`src/rtl/video_sync_gen.sv`:
```
// ---------------------------------------------------------------------------
// video_sync_gen
//
// Purpose:
//   Turns the free-running absolute horizontal/vertical counters into
//   registered blanking and sync strobes. It also provides a latched
//   vertical-blank interrupt with a sticky overrun flag, and an 8-bit frame
//   counter. Every timing output is a decode of the counter values sampled
//   on a pixel-enabled MCLK edge, so all timing outputs share one enabled
//   cycle of latency.
//
// Configuration:
//   VIDEO_SYNC_GEN_CSYNC_EN - when defined, o_CSYNC_n is a registered
//   (o_HSYNC_n AND o_VSYNC_n). When undefined, o_CSYNC_n is tied high and no
//   composite sync logic is built.
//
// Ports:
//   i_EMU_MCLK         master clock, all state changes on its rising edge
//   i_EMU_RST          synchronous active-high reset
//   i_EMU_CLK6MPCEN_n  active-low 6 MHz pixel clock enable
//   i_ABS_H_CNTR[8:0]  absolute horizontal count (128..511)
//   i_ABS_V_CNTR[8:0]  absolute vertical count (220..511)
//   i_IRQ_ACK          CPU interrupt acknowledge, level, active-high
//   o_HBLANK_n         low during horizontal blanking
//   o_VBLANK_n         low during vertical blanking
//   o_BLANK_n          o_HBLANK_n AND o_VBLANK_n
//   o_HSYNC_n          horizontal sync, active-low
//   o_VSYNC_n          vertical sync, active-low
//   o_CSYNC_n          composite sync, active-low (see configuration)
//   o_VBLANK_IRQ_n     latched vertical blank interrupt, active-low
//   o_IRQ_OVERRUN      sticky: IRQ raised while one was already pending
//   o_FRAME_CNTR[7:0]  frame counter, wraps modulo 256
// ---------------------------------------------------------------------------
module video_sync_gen (
    input  logic       i_EMU_MCLK,
    input  logic       i_EMU_RST,
    input  logic       i_EMU_CLK6MPCEN_n,
    input  logic [8:0] i_ABS_H_CNTR,
    input  logic [8:0] i_ABS_V_CNTR,
    input  logic       i_IRQ_ACK,
    output logic       o_HBLANK_n,
    output logic       o_VBLANK_n,
    output logic       o_BLANK_n,
    output logic       o_HSYNC_n,
    output logic       o_VSYNC_n,
    output logic       o_CSYNC_n,
    output logic       o_VBLANK_IRQ_n,
    output logic       o_IRQ_OVERRUN,
    output logic [7:0] o_FRAME_CNTR
);

    logic pix_en;
    logic in_range;
    logic hblank_n_d;
    logic hsync_n_d;
    logic vblank_n_d;
    logic vsync_n_d;
    logic irq_set;
    logic frame_evt;

    assign pix_en = ~i_EMU_CLK6MPCEN_n;

    // Counter values below the documented ranges are treated as a fully
    // blanked, sync-free position. This keeps a mis-driven counter from
    // producing stray syncs or visible pixels.
    assign in_range = (i_ABS_H_CNTR >= 9'd128) && (i_ABS_V_CNTR >= 9'd220);

    // Combinational decode of the current counter position. The registers
    // below capture these values on enabled cycles.
    always_comb begin
        hblank_n_d = 1'b0;
        hsync_n_d  = 1'b1;
        vblank_n_d = 1'b0;
        vsync_n_d  = 1'b1;
        if (in_range) begin
            hblank_n_d = (i_ABS_H_CNTR >= 9'd256);
            hsync_n_d  = !((i_ABS_H_CNTR >= 9'd176) && (i_ABS_H_CNTR <= 9'd207));
            vblank_n_d = (i_ABS_V_CNTR >= 9'd272) && (i_ABS_V_CNTR <= 9'd495);
            vsync_n_d  = !((i_ABS_V_CNTR >= 9'd232) && (i_ABS_V_CNTR <= 9'd239));
        end
    end

    // Single-cycle events, each qualified by the pixel enable so that one
    // counter position fires exactly once.
    assign irq_set   = pix_en && (i_ABS_V_CNTR == 9'd496) && (i_ABS_H_CNTR == 9'd128);
    assign frame_evt = pix_en && (i_ABS_V_CNTR == 9'd220) && (i_ABS_H_CNTR == 9'd128);

    // Timing output registers. These hold their value on cycles without the
    // pixel enable, so downstream logic sees stable levels between pixels.
    always_ff @(posedge i_EMU_MCLK) begin
        if (i_EMU_RST) begin
            o_HBLANK_n <= 1'b0;
            o_VBLANK_n <= 1'b0;
            o_BLANK_n  <= 1'b0;
            o_HSYNC_n  <= 1'b1;
            o_VSYNC_n  <= 1'b1;
        end else if (pix_en) begin
            o_HBLANK_n <= hblank_n_d;
            o_VBLANK_n <= vblank_n_d;
            o_BLANK_n  <= hblank_n_d & vblank_n_d;
            o_HSYNC_n  <= hsync_n_d;
            o_VSYNC_n  <= vsync_n_d;
        end
    end

`ifdef VIDEO_SYNC_GEN_CSYNC_EN
    // Composite sync is built from the same pre-register decodes, so it
    // lines up exactly with o_HSYNC_n/o_VSYNC_n.
    always_ff @(posedge i_EMU_MCLK) begin
        if (i_EMU_RST) begin
            o_CSYNC_n <= 1'b1;
        end else if (pix_en) begin
            o_CSYNC_n <= hsync_n_d & vsync_n_d;
        end
    end
`else
    assign o_CSYNC_n = 1'b1;
`endif

    // Vertical blank interrupt latch. The set event has priority over the
    // acknowledge, so an IRQ raised on the same edge as a stale ack is never
    // lost. The acknowledge works on every MCLK edge, not only on pixel
    // edges, because the CPU runs independently of the pixel enable.
    always_ff @(posedge i_EMU_MCLK) begin
        if (i_EMU_RST) begin
            o_VBLANK_IRQ_n <= 1'b1;
            o_IRQ_OVERRUN  <= 1'b0;
        end else if (irq_set) begin
            o_VBLANK_IRQ_n <= 1'b0;
            if (!o_VBLANK_IRQ_n) begin
                o_IRQ_OVERRUN <= 1'b1;
            end
        end else if (i_IRQ_ACK) begin
            o_VBLANK_IRQ_n <= 1'b1;
        end
    end

    // Frame counter. It advances at the first pixel of the first vertical
    // line and wraps naturally at 8 bits.
    always_ff @(posedge i_EMU_MCLK) begin
        if (i_EMU_RST) begin
            o_FRAME_CNTR <= 8'd0;
        end else if (frame_evt) begin
            o_FRAME_CNTR <= o_FRAME_CNTR + 8'd1;
        end
    end

endmodule

```
`config.mk`:
```
export PLATFORM = sky130hd
export DESIGN_NAME = video_sync_gen
export DESIGN_NICKNAME = d
export VERILOG_FILES = /design/src/rtl/video_sync_gen.sv
export SDC_FILE = /design/constraint.sdc
export NUM_CORES = 1
export LEC_CHECK = 0
export ABC_AREA = 1
export CORE_ASPECT_RATIO = 0.9
export CORE_MARGIN = 8
export CORE_UTILIZATION = 60
export CTS_BUF_LIST = sky130_fd_sc_hd__clkbuf_2 sky130_fd_sc_hd__clkbuf_4 sky130_fd_sc_hd__clkbuf_8
export CTS_CLUSTER_DIAMETER = 80
export CTS_CLUSTER_SIZE = 8
export DETAILED_ROUTE_END_ITERATION = 8
export DONT_BUFFER_PORTS = 1
export GPL_TIMING_DRIVEN = 0
export PLACE_DENSITY = 0.88
export SYNTH_ARGS = -nofsm -noshare
export SYNTH_HDL_FRONTEND = slang
export SYNTH_SLANG_ARGS = --single-unit
```
`constraint.sdc`:
```
create_clock -name i_EMU_MCLK -period 1.6 [get_ports i_EMU_MCLK]
set_clock_uncertainty 0.15 [all_clocks]
set_input_delay 0.32 -clock i_EMU_MCLK [delete_from_list [all_inputs] [get_ports i_EMU_MCLK]]
set_output_delay 0.32 -clock i_EMU_MCLK [all_outputs]
set_load 0.03 [all_outputs]
```
==> flow_metrics.env, run 1 <==
export IMPL_syn_to_final_growth_pct=11.51
export IMPL_cp_required_ns=1.63
export IMPL_hold_slack_ns=0.02737
export IMPL_crit_path_frequent_cell="dlygate4sd3_1"
export IMPL_cp_start_kind="input port"
export IMPL_crit_family="buffers and inverters"
export IMPL_syn_nets=178
export IMPL_cts_tree="yes"
export IMPL_synth_cells=155
export IMPL_synth_seq_cells=15
export IMPL_place_gp_congestion=0.8295
export IMPL_rows=13
export IMPL_total_leakage_power_uw=0.0004522
export IMPL_hold_viol=0
export IMPL_r2r_slack_ns=0.14
export IMPL_coreArea_um2=1464
export IMPL_setup_tns_ns=0
export IMPL_drtIter0Drc=31
export IMPL_cp_depth=4
export IMPL_power_frac_comb=0.106
export IMPL_vias=1012
export IMPL_yosysWarnings=0
export IMPL_die_w_um=57.86
export IMPL_syn_area_um2=945.9
export IMPL_critical_path_endpoint_type="flop"
export IMPL_grt_pass1_vias=913
export IMPL_setup_viol=0
export IMPL_fin_util=0.7205
export IMPL_post_route_drc_count=0
export IMPL_clock_root_buffer="clkbuf_4"
export IMPL_drive_above_1_share=0.09146
export IMPL_p_switching_uw=174.4
export IMPL_seq_area_um2=310.3
export IMPL_rsz0062_at_grt="false"
export IMPL_cp_max_fo=3
export IMPL_slew_viol_final=0
export IMPL_power_density_nw_per_um2=658.0
export IMPL_cts_buffer_depth=2
export IMPL_crit_chain="dlygate4sd3_1 > a21oi_1 > dlygate4sd3_1 > nand2_1"
export IMPL_nFillCells=119
export IMPL_drt_pass1_iterations=4
export IMPL_clk_insertion_delay_late_ns=0.28
export IMPL_yosys_area_top_type="dfxtp_1"
export IMPL_cap_violations=0
export IMPL_ir_drop_mv=0.7183
export IMPL_internal_power_uw=519.6
export IMPL_insertedDiodeCount=0
export IMPL_rr_endpoint="o_HSYNC_n$_SDFFE_PP1N_"
export IMPL_startpoint="i_EMU_RST"
export IMPL_grt_pass1_wl_mm=3.877
export IMPL_portBuffers=0
export IMPL_grt_start_max_net_pins=11
export IMPL_ioPinCount=38
export IMPL_synth_distinct_cells=22
export IMPL_final_nets=188
export IMPL_fmax_mhz=635.2
export IMPL_synth_seq_area_share=0.3175
export IMPL_grt_usage=0.1560
export IMPL_hold_path_class="input port to flop"
export IMPL_crit_end="o_HSYNC_n$_SDFFE_PP1N_"
export IMPL_cpPeakStageDelay_ns=0.56
export IMPL_cp_arrival_ns=1.60
export IMPL_cts_buffers_inserted=3
export IMPL_postSynthAreaPerCell_um2=6.103
export IMPL_status="completed"
export IMPL_crit_buf_inv=2
export IMPL_r2r_start="o_HSYNC_n$_SDFFE_PP1N_"
export IMPL_vias_per_cell=5.654
export IMPL_initial_core_util=0.6462
export IMPL_critical_path_class="input port to flop"
export IMPL_post_route_min_period_ns=1.574
export IMPL_seqPwrFrac=0.564
export IMPL_antenna_found_initial=0
export IMPL_die_h_um=53.67
export IMPL_clk_transition_reported_paths_ns=0.08
export IMPL_hpwl_mm=1.863
export IMPL_drt_total_wl_mm=2.388
export IMPL_die_area_um2=3105
export IMPL_multi_input_area_um2=536.8
export IMPL_synth_top_area_share=0.3175
export IMPL_r2r_cells=3
export IMPL_synth_area_top_cells="dfxtp_1 (32%), nand2_1 (19%), inv_1 (10%), a21oi_1 (7.4%), nand3_1 (6.3%)"
export IMPL_ant_nets=0
export IMPL_cts_max_level=1
export IMPL_fin_crit_sh=0.9839
export IMPL_drt_wirelength_per_cell_um=13.34
export IMPL_cp_slowest_cell="dlygate4sd3_1"
export IMPL_swShare=0.2513
export IMPL_grt_overflow=0
export IMPL_power_share_clock=0.330
export IMPL_cts_sinks=15
cells in the mapped netlist:
| library cell | n |
|---|---|
| a21oi_1 | 14 |
| buf_4 | 1 |
| clkbuf_1 | 1 |
| conb_1 | 1 |
| dfxtp_1 | 15 |
| ha_1 | 1 |
| inv_1 | 26 |
| nand2_1 | 47 |
| nand2_2 | 1 |
| nand3_1 | 12 |
| nand3_2 | 2 |
| nand3b_1 | 1 |
| nand4_1 | 3 |
| nor2_1 | 16 |
| nor2_2 | 1 |
| nor2_4 | 1 |
| nor3_4 | 1 |
| o211ai_1 | 2 |
| o21ai_0 | 4 |
| o21ai_1 | 3 |
| xnor2_1 | 1 |
| xor2_1 | 1 |
sequential cells by signal, indices dropped and copies added (netlist names):
register	flops
o_HBLANK_n	1
o_IRQ_OVERRUN	1
o_FRAME_CNTR	8
o_VSYNC_n	1
o_VBLANK_n	1
o_BLANK_n	1
o_VBLANK_IRQ_n	1
o_HSYNC_n	1
final cells by class:
| cell class | count | area share |
|---|---|---|
| Buffer | 2 | 0.01068 |
| Tap cell | 15 | 0.01779 |
| Multi-Input combinational cell | 112 | 0.5089 |
| Inverter | 26 | 0.09253 |
| Clock buffer | 4 | 0.02847 |
| Timing Repair Buffer | 5 | 0.04745 |
| Sequential cell | 15 | 0.2942 |
power by group through the flow:
stage,combinational (uW),sequential [uW],clock (uW)
after global placement,58.4,404,0
final,73.3,391,229
after CTS,66.0,395,236
after detailed placement,61.1,404,0
after floorplan,51.7,402,0
after global routing,80.9,393,265
per-stage QoR:
step                worst slack (ns)  instances  area (um^2)  total power [uW]
floorplan                    0.07839        155        945.9             454.0
global placement            0.002209        170        964.7             462.0
detailed placement          -0.04122        170        964.7             465.0
CTS                          0.05323        176         1018             696.7
global route                 0.03228        179         1055             738.9
finish                       0.02573        179         1055             694.0
placed cells by master, fill, tap and decap left out:
cell           netlist  layout
o211ai_1             2       2
nor2_2               1       1
nand3_2              2       2
dlygate4sd3_1        0       5
ha_1                 1       1
dfxtp_4              0       2
conb_1               1       1
xor2_1               1       1
dfxtp_2              0       2
nand3b_1             1       1
clkbuf_4             0       4
nand2_2              1       1
buf_4                1       1
dfxtp_1             15      11
a21oi_1             14      14
nand3_1             12      12
o21ai_0              4       4
nor2_1              16      16
clkbuf_1             1       1
nand4_1              3       3
nand2_1             47      47
inv_1               26      26
xnor2_1              1       1
nor3_4               1       1
nor2_4               1       1
o21ai_1              3       3
routing by layer:
layer / global-route usage / vias to the layer above / routed length, um
met3: 0.07838 / 2 / 237
met5: 0 / - / 0
met2: 0.2944 / 28 / 1233
li1: - / 507 / -
met1: 0.1563 / 475 / 905
met4: 0.02439 / 0 / 11
worst min-delay path by stage:
stage	start	endpoint	slack [ns]	cells past startpoint
after global routing	i_EMU_CLK6MPCEN_n	o_HBLANK_n$_SDFFE_PP0N_	0.02	2
after global placement	i_EMU_RST	o_VSYNC_n$_SDFFE_PP1N_	0.27	2
after detailed placement	i_EMU_RST	o_HSYNC_n$_SDFFE_PP1N_	0.27	2
after floorplan	i_EMU_RST	o_HSYNC_n$_SDFFE_PP1N_	0.27	2
final	i_EMU_CLK6MPCEN_n	o_BLANK_n$_SDFFE_PP0N_	0.03	2
after CTS	i_EMU_CLK6MPCEN_n	o_VSYNC_n$_SDFFE_PP1N_	0.002	2
cells by family after synthesis:
family | Yosys count | share of synthesized area
AOI/OAI and AO/OA | 23 | 0.1270
buffers and inverters | 28 | 0.1151
DFF | 15 | 0.3175
other | 1 | 0.003964
adders and majority gates | 1 | 0.01323
xor gates and xnor gates | 2 | 0.01852
and+or+nand+nor | 85 | 0.4048
timing repair:
action	CTS	global route
gates resized for setup	3	3
buffers inserted	0	0
hold buffers	2	3
gates cloned	0	0
setup endpoints to repair	3	1
pin swaps	0	0
endpoints found under the hold margin	2	2
No activity file was read; power rests on OpenSTA's default activity.
==> inputs of run 2 (changes only) <==
==> constraint.sdc (replaced) <==
create_clock -name i_EMU_MCLK -period 1.6 [get_ports i_EMU_MCLK]
set_clock_uncertainty 0.15 [all_clocks]
set_input_delay 0.16 -clock i_EMU_MCLK [delete_from_list [all_inputs] [get_ports i_EMU_MCLK]]
set_output_delay 0.16 -clock i_EMU_MCLK [all_outputs]
set_load 0.03 [all_outputs]
==> run 2 against run 1 <==
Net effect:
- combinational power increased by 13%
- total power rose by 1.8%
- register-to-register slack worse by 0.02 ns
- die area is the same
- clock power grew 2%
- setup slack better by 0.079 ns
- sequential power about the same
==> flow_metrics.env, run 2 (same netlist as run 1, synthesis figures left out) <==
export IMPL_status="completed"
export IMPL_cpPeakStageDelay_ns=0.55
export IMPL_drive_above_1_share=0.09639
export IMPL_hpwl_mm=1.863
export IMPL_critical_path_class="input port to flop"
export IMPL_layout_commonest_cell="nand2_1"
export IMPL_total_leakage_power_uw=0.0004673
export IMPL_cp_depth=9
export IMPL_grt_start_max_net_pins=11
export IMPL_cp_arrival_ns=1.52
export IMPL_crit_path_frequent_cell="nand2_1"
export IMPL_drt_pass1_iterations=4
export IMPL_cp_start_kind="input port"
export IMPL_grt_pass1_vias=1003
export IMPL_setup_viol=0
export IMPL_cts_max_level=1
export IMPL_post_route_drc_count=0
export IMPL_rsz0062_at_grt="false"
export IMPL_drtIter0Drc=55
export IMPL_vias_per_cell=5.796
export IMPL_die_h_um=53.67
export IMPL_cp_required_ns=1.62
export IMPL_clk_insertion_delay_late_ns=0.28
export IMPL_rows=13
export IMPL_hold_slack_ns=0.02006
export IMPL_rr_endpoint="o_VSYNC_n$_SDFFE_PP1N_"
export IMPL_cts_buffer_depth=2
export IMPL_min_from="i_ABS_V_CNTR[0]"
export IMPL_worstHoldPathCells=5
export IMPL_die_w_um=57.86
export IMPL_insertedDiodeCount=0
export IMPL_place_gp_congestion=0.8295
export IMPL_clk_transition_reported_paths_ns=0.08
export IMPL_dpl_cell_count=170
export IMPL_layoutNonFillerInstCount=181
export IMPL_setup_slack_ns=0.1049
export IMPL_slew_viol_final=0
export IMPL_ir_drop_mv=0.7267
export IMPL_portBuffers=0
export IMPL_syn_to_final_growth_pct=14.15
export IMPL_r2r_slack_ns=0.12
export IMPL_antenna_found_initial=0
export IMPL_regMostFlops="o_FRAME_CNTR"
export IMPL_cp_max_fo=4
export IMPL_cp_slowest_cell="dlygate4sd3_1"
export IMPL_nFillCells=117
export IMPL_crit_buf_inv=2
export IMPL_fin_crit_sh=0.9344
export IMPL_ant_nets=0
export IMPL_clock_root_buffer="clkbuf_4"
export IMPL_die_area_um2=3105
export IMPL_fmax_mhz=668.9
export IMPL_cap_violations=0
export IMPL_r2r_start="o_VSYNC_n$_SDFFE_PP1N_"
export IMPL_drt_wirelength_per_cell_um=14.40
export IMPL_crit_family="buffers and inverters"
export IMPL_critical_path_endpoint_type="flop"
export IMPL_power_uw=706.8
export IMPL_coreArea_um2=1464
export IMPL_hold_viol=0
export IMPL_seq_area_um2=310.3
export IMPL_ioPinCount=38
export IMPL_post_place_ws_ns=-0.04122
export IMPL_grt_pass1_wl_mm=4.236
export IMPL_initial_core_util=0.6462
export IMPL_cts_tree="yes"
export IMPL_hold_path_class="input port to flop"
export IMPL_grt_usage=0.1715
export IMPL_r2r_cells=3
export IMPL_power_density_nw_per_um2=654.5
export IMPL_startpoint="i_ABS_V_CNTR[5]"
export IMPL_cts_buffers_inserted=3
export IMPL_grt_overflow=0
export IMPL_drt_total_wl_mm=2.606
export IMPL_multi_input_area_um2=539.3
export IMPL_vias=1049
export IMPL_hold_path_end="o_FRAME_CNTR[0]$_SDFFE_PP0P_"
export IMPL_cts_sinks=15
export IMPL_final_nets=190
export IMPL_post_route_min_period_ns=1.495
export IMPL_largest_reg_flops=8
export IMPL_crit_chain="inv_1 > nand2_1 > nor2_2 > nand2_1 > nand2_1 > o21ai_1 > o21ai_1 > nand2_1 > dlygate4sd3_1"
export IMPL_layout_common_cells="nand2_1 (47), inv_1 (26), nor2_1 (15)"
==> run 2: per-stage QoR <==
step	area [um^2]	util	setup TNS [ns]
3_5_place_dp	964.7	0.6590	-0.04122
5_1_grt	1080	0.7376	0
2_1_floorplan	945.9	-	0
6_report	1080	0.7376	0
4_1_cts	1069	0.7299	0
3_3_place_gp	964.7	0.6590	0
==> run 2: cell type report <==
| cell class | instances | share of cell area |
|---|---|---|
| repair buffers | 7 | 0.06721 |
| clock buffers | 4 | 0.02781 |
| plain buffers | 2 | 0.01043 |
| inverters | 26 | 0.09038 |
| well taps | 15 | 0.01738 |
| flip-flops and latches | 15 | 0.2874 |
| multi-input cells | 112 | 0.4994 |
==> run 2: what timing repair did <==
item,in CTS,in global routing
setup buffers,0,0
hold buffers,7,0
gates resized for setup,3,5
setup endpoints to repair,3,2
pin swaps,0,0
hold endpoints to repair,7,0
==> run 2: routing by layer <==
metal  vias up  part of all wire  GRT usage
li1        510                 -          -
met2        47              0.53     0.3278
met5         -                 0          0
met4         0             0.014    0.05285
met1       488              0.35     0.1603
met3         4              0.10    0.08551
==> run 2: worst max-delay path by stage <==
stage	to	slack, ns
floorplan	o_FRAME_CNTR[6]$_SDFFE_PP0P_	0.08
global placement	o_FRAME_CNTR[6]$_SDFFE_PP0P_	0.002
detailed placement	o_FRAME_CNTR[6]$_SDFFE_PP0P_	-0.04
CTS	o_VSYNC_n$_SDFFE_PP1N_	0.04
global route	o_FRAME_CNTR[6]$_SDFFE_PP0P_	0.03
finish	o_VSYNC_n$_SDFFE_PP1N_	0.10
==> run 2: where the power goes <==
group / leakage [uW] / switching [uW] / internal [uW] / total [uW]
combinational: 0.000325 / 48.4 / 34.1 / 82.5
clock: 0.0000184 / 119 / 114 / 233
sequential: 0.000124 / 16.0 / 375 / 392
total: 0.000467 / 183 / 523 / 707
==> run 2: worst register-to-register path: cells and delay by family, from the launching register on <==
kind	cells	cell delay, ns
buf+inv	1	0.56
flops	1	0.42
compound gates	1	0.18
simple gates	1	0.06
==> inputs of run 3 (changes only) <==
--- a/config.mk
+++ b/config.mk
@@ -15,7 +15,7 @@
 export DETAILED_ROUTE_END_ITERATION = 8
 export DONT_BUFFER_PORTS = 1
 export GPL_TIMING_DRIVEN = 0
-export PLACE_DENSITY = 0.88
+export PLACE_DENSITY = 0.8
 export SYNTH_ARGS = -nofsm -noshare
 export SYNTH_HDL_FRONTEND = slang
 export SYNTH_SLANG_ARGS = --single-unit
==> run 3 against run 2 <==
Net effect:
- clock-buffer cell count fell by 1
- clock power fell by 4%
- worst hold slack improved by 0.0039 ns
- cell count rose by 1.7%
- critical path depth fell by 4
- register-to-register slack improved by 0.02 ns
- die area did not move
- setup slack got worse by 0.028 ns
- non-clock buffer count rose by 3
- critical path type unchanged
- largest cell class unchanged
==> flow_metrics.env, run 3 (same netlist as run 1, synthesis figures left out) <==
export IMPL_status="completed"
export IMPL_slew_viol_final=0
export IMPL_slew_headroom=0.6545
export IMPL_die_area_um2=3105
export IMPL_power_share_clock=0.318
export IMPL_worstHoldPathCells=5
export IMPL_post_route_drc_count=0
export IMPL_grt_overflow=0
export IMPL_crit_buf_inv=2
export IMPL_die_w_um=57.86
export IMPL_critical_path_class="input port to flop"
export IMPL_largest_reg_flops=8
export IMPL_setup_viol=0
export IMPL_cap_violations=0
export IMPL_hold_path_class="input port to flop"
export IMPL_regMostFlops="o_FRAME_CNTR"
export IMPL_post_route_min_period_ns=1.523
export IMPL_power_density_nw_per_um2=633.1
export IMPL_drt_total_wl_mm=2.360
export IMPL_portBuffers=0
export IMPL_place_gp_congestion=0.8423
export IMPL_drive_above_1_share=0.08876
export IMPL_layout_commonest_cell="nand2_1"
export IMPL_drt_pass1_iterations=4
export IMPL_cts_setup_buffers=0
export IMPL_layout_common_cells="nand2_1 (47), inv_1 (26), nor2_1 (16)"
export IMPL_die_h_um=53.67
export IMPL_setup_tns_ns=0
export IMPL_hpwl_mm=1.814
export IMPL_cp_required_ns=1.64
export IMPL_grt_pass1_wl_mm=3.898
export IMPL_drt_wirelength_per_cell_um=12.83
export IMPL_power_frac_comb=0.124
export IMPL_fmax_mhz=656.7
export IMPL_seqPwrFrac=0.559
export IMPL_fin_crit_sh=0.9518
export IMPL_cp_max_fo=3
export IMPL_rsz0062_at_grt="false"
export IMPL_grt_pass1_vias=936
export IMPL_clk_insertion_delay_late_ns=0.29
export IMPL_clock_root_buffer="clkbuf_4"
export IMPL_hold_slack_ns=0.02401
export IMPL_coreArea_um2=1464
export IMPL_final_cell_area_um2=1107
export IMPL_cts_buffers_inserted=3
export IMPL_drtIter0Drc=44
export IMPL_startpoint="i_ABS_V_CNTR[3]"
export IMPL_cp_depth=5
export IMPL_swShare=0.2752
export IMPL_vias_per_cell=5.473
export IMPL_r2r_cells=3
export IMPL_crit_chain="dlygate4sd3_1 > nand4_1 > dlygate4sd3_1 > o21ai_1 > nand2_1"
export IMPL_hold_viol=0
export IMPL_crit_family="buffers and inverters"
export IMPL_internal_power_uw=508.1
export IMPL_ant_nets=0
export IMPL_cts_sinks=15
export IMPL_clk_transition_reported_paths_ns=0.10
export IMPL_worst_slew_pin_transition_ns=0.5176
export IMPL_cp_arrival_ns=1.57
export IMPL_initial_core_util=0.6462
export IMPL_setup_slack_ns=0.07717
export IMPL_cts_max_level=1
export IMPL_cp_slowest_cell="dlygate4sd3_1"
export IMPL_hold_path_end="o_FRAME_CNTR[1]$_SDFFE_PP0P_"
export IMPL_rr_endpoint="o_VSYNC_n$_SDFFE_PP1N_"
export IMPL_rows=13
export IMPL_post_dp_cell_area_um2=964.7
export IMPL_syn_to_final_growth_pct=17.06
export IMPL_ir_drop_mv=0.4994
export IMPL_insertedDiodeCount=0
export IMPL_min_from="i_ABS_H_CNTR[8]"
export IMPL_critical_path_endpoint_type="flop"
export IMPL_r2r_slack_ns=0.14
export IMPL_cpPeakStageDelay_ns=0.58
export IMPL_cp_start_kind="input port"
export IMPL_crit_path_frequent_cell="dlygate4sd3_1"
export IMPL_fin_util=0.7564
export IMPL_cts_tree="yes"
export IMPL_grt_usage=0.1583
export IMPL_grt_start_max_net_pins=11
export IMPL_antenna_found_initial=0
export IMPL_cts_buffer_depth=2
export IMPL_final_nets=193
export IMPL_vias=1007
export IMPL_post_place_ws_ns=-0.04608
export IMPL_p_switching_uw=192.9
export IMPL_total_leakage_power_uw=0.0004748
export IMPL_ioPinCount=38
export IMPL_r2r_start="o_VSYNC_n$_SDFFE_PP1N_"
==> run 3: through the flow <==
step           std cells  total power [uW]
2_1_floorplan        155             454.0
3_3_place_gp         170             462.1
3_5_place_dp         170             464.3
4_1_cts              183             708.3
5_1_grt              184             751.9
6_report             184             701.0
==> run 3: routing by layer <==
layer	track usage	vias to the layer above	routed length, um
li1	-	516	-
met1	0.1691	442	941
met2	0.2685	47	1099
met3	0.08551	2	298
met4	0.04878	0	21
met5	0	-	0
==> run 3: worst max-delay path by stage <==
stage / to / slack (ns)
final: o_VSYNC_n$_SDFFE_PP1N_ / 0.08
after global routing: o_FRAME_CNTR[5]$_SDFFE_PP0P_ / 0.007
after CTS: o_FRAME_CNTR[4]$_SDFFE_PP0P_ / 0.04
after detailed placement: o_FRAME_CNTR[6]$_SDFFE_PP0P_ / -0.05
after global placement: o_FRAME_CNTR[6]$_SDFFE_PP0P_ / -0.003
after floorplan: o_FRAME_CNTR[6]$_SDFFE_PP0P_ / 0.08
==> run 3: worst register-to-register path: cells and delay by family (launching register included) <==
| kind | cells | cell delay (ns) |
|---|---|---|
| AND/OR/NAND/NOR | 1 | 0.06 |
| flip-flops | 1 | 0.53 |
| buffers and inverters | 1 | 0.56 |
| AO/OA/AOI/OAI | 1 | 0.11 |
==> run 3: what timing repair did <==
item | in CTS | in global routing
endpoints found under the hold margin | 9 | 1
gates resized for setup | 3 | 4
setup endpoints to repair | 3 | 7
hold buffers | 9 | 1
==> run 3: power groups by stage <==
stage               sequential [uW]  clock [uW]  combinational (uW)
floorplan                       402           0                51.7
global placement                404           0                58.3
detailed placement              404           0                60.4
CTS                             395         231                82.3
global route                    393         262                96.6
finish                          392         223                86.6
==> run 3: cell type report <==
class                      count  area (um^2)
inverter                      26        97.59
clock buffer                   3        22.52
buffer                         2        11.26
fill                         126        356.6
clock inverter                 1        7.507
tap                           15        18.77
sequential                    15        310.3
timing repair buffer          10        102.6
multi-input combinational    112        536.8
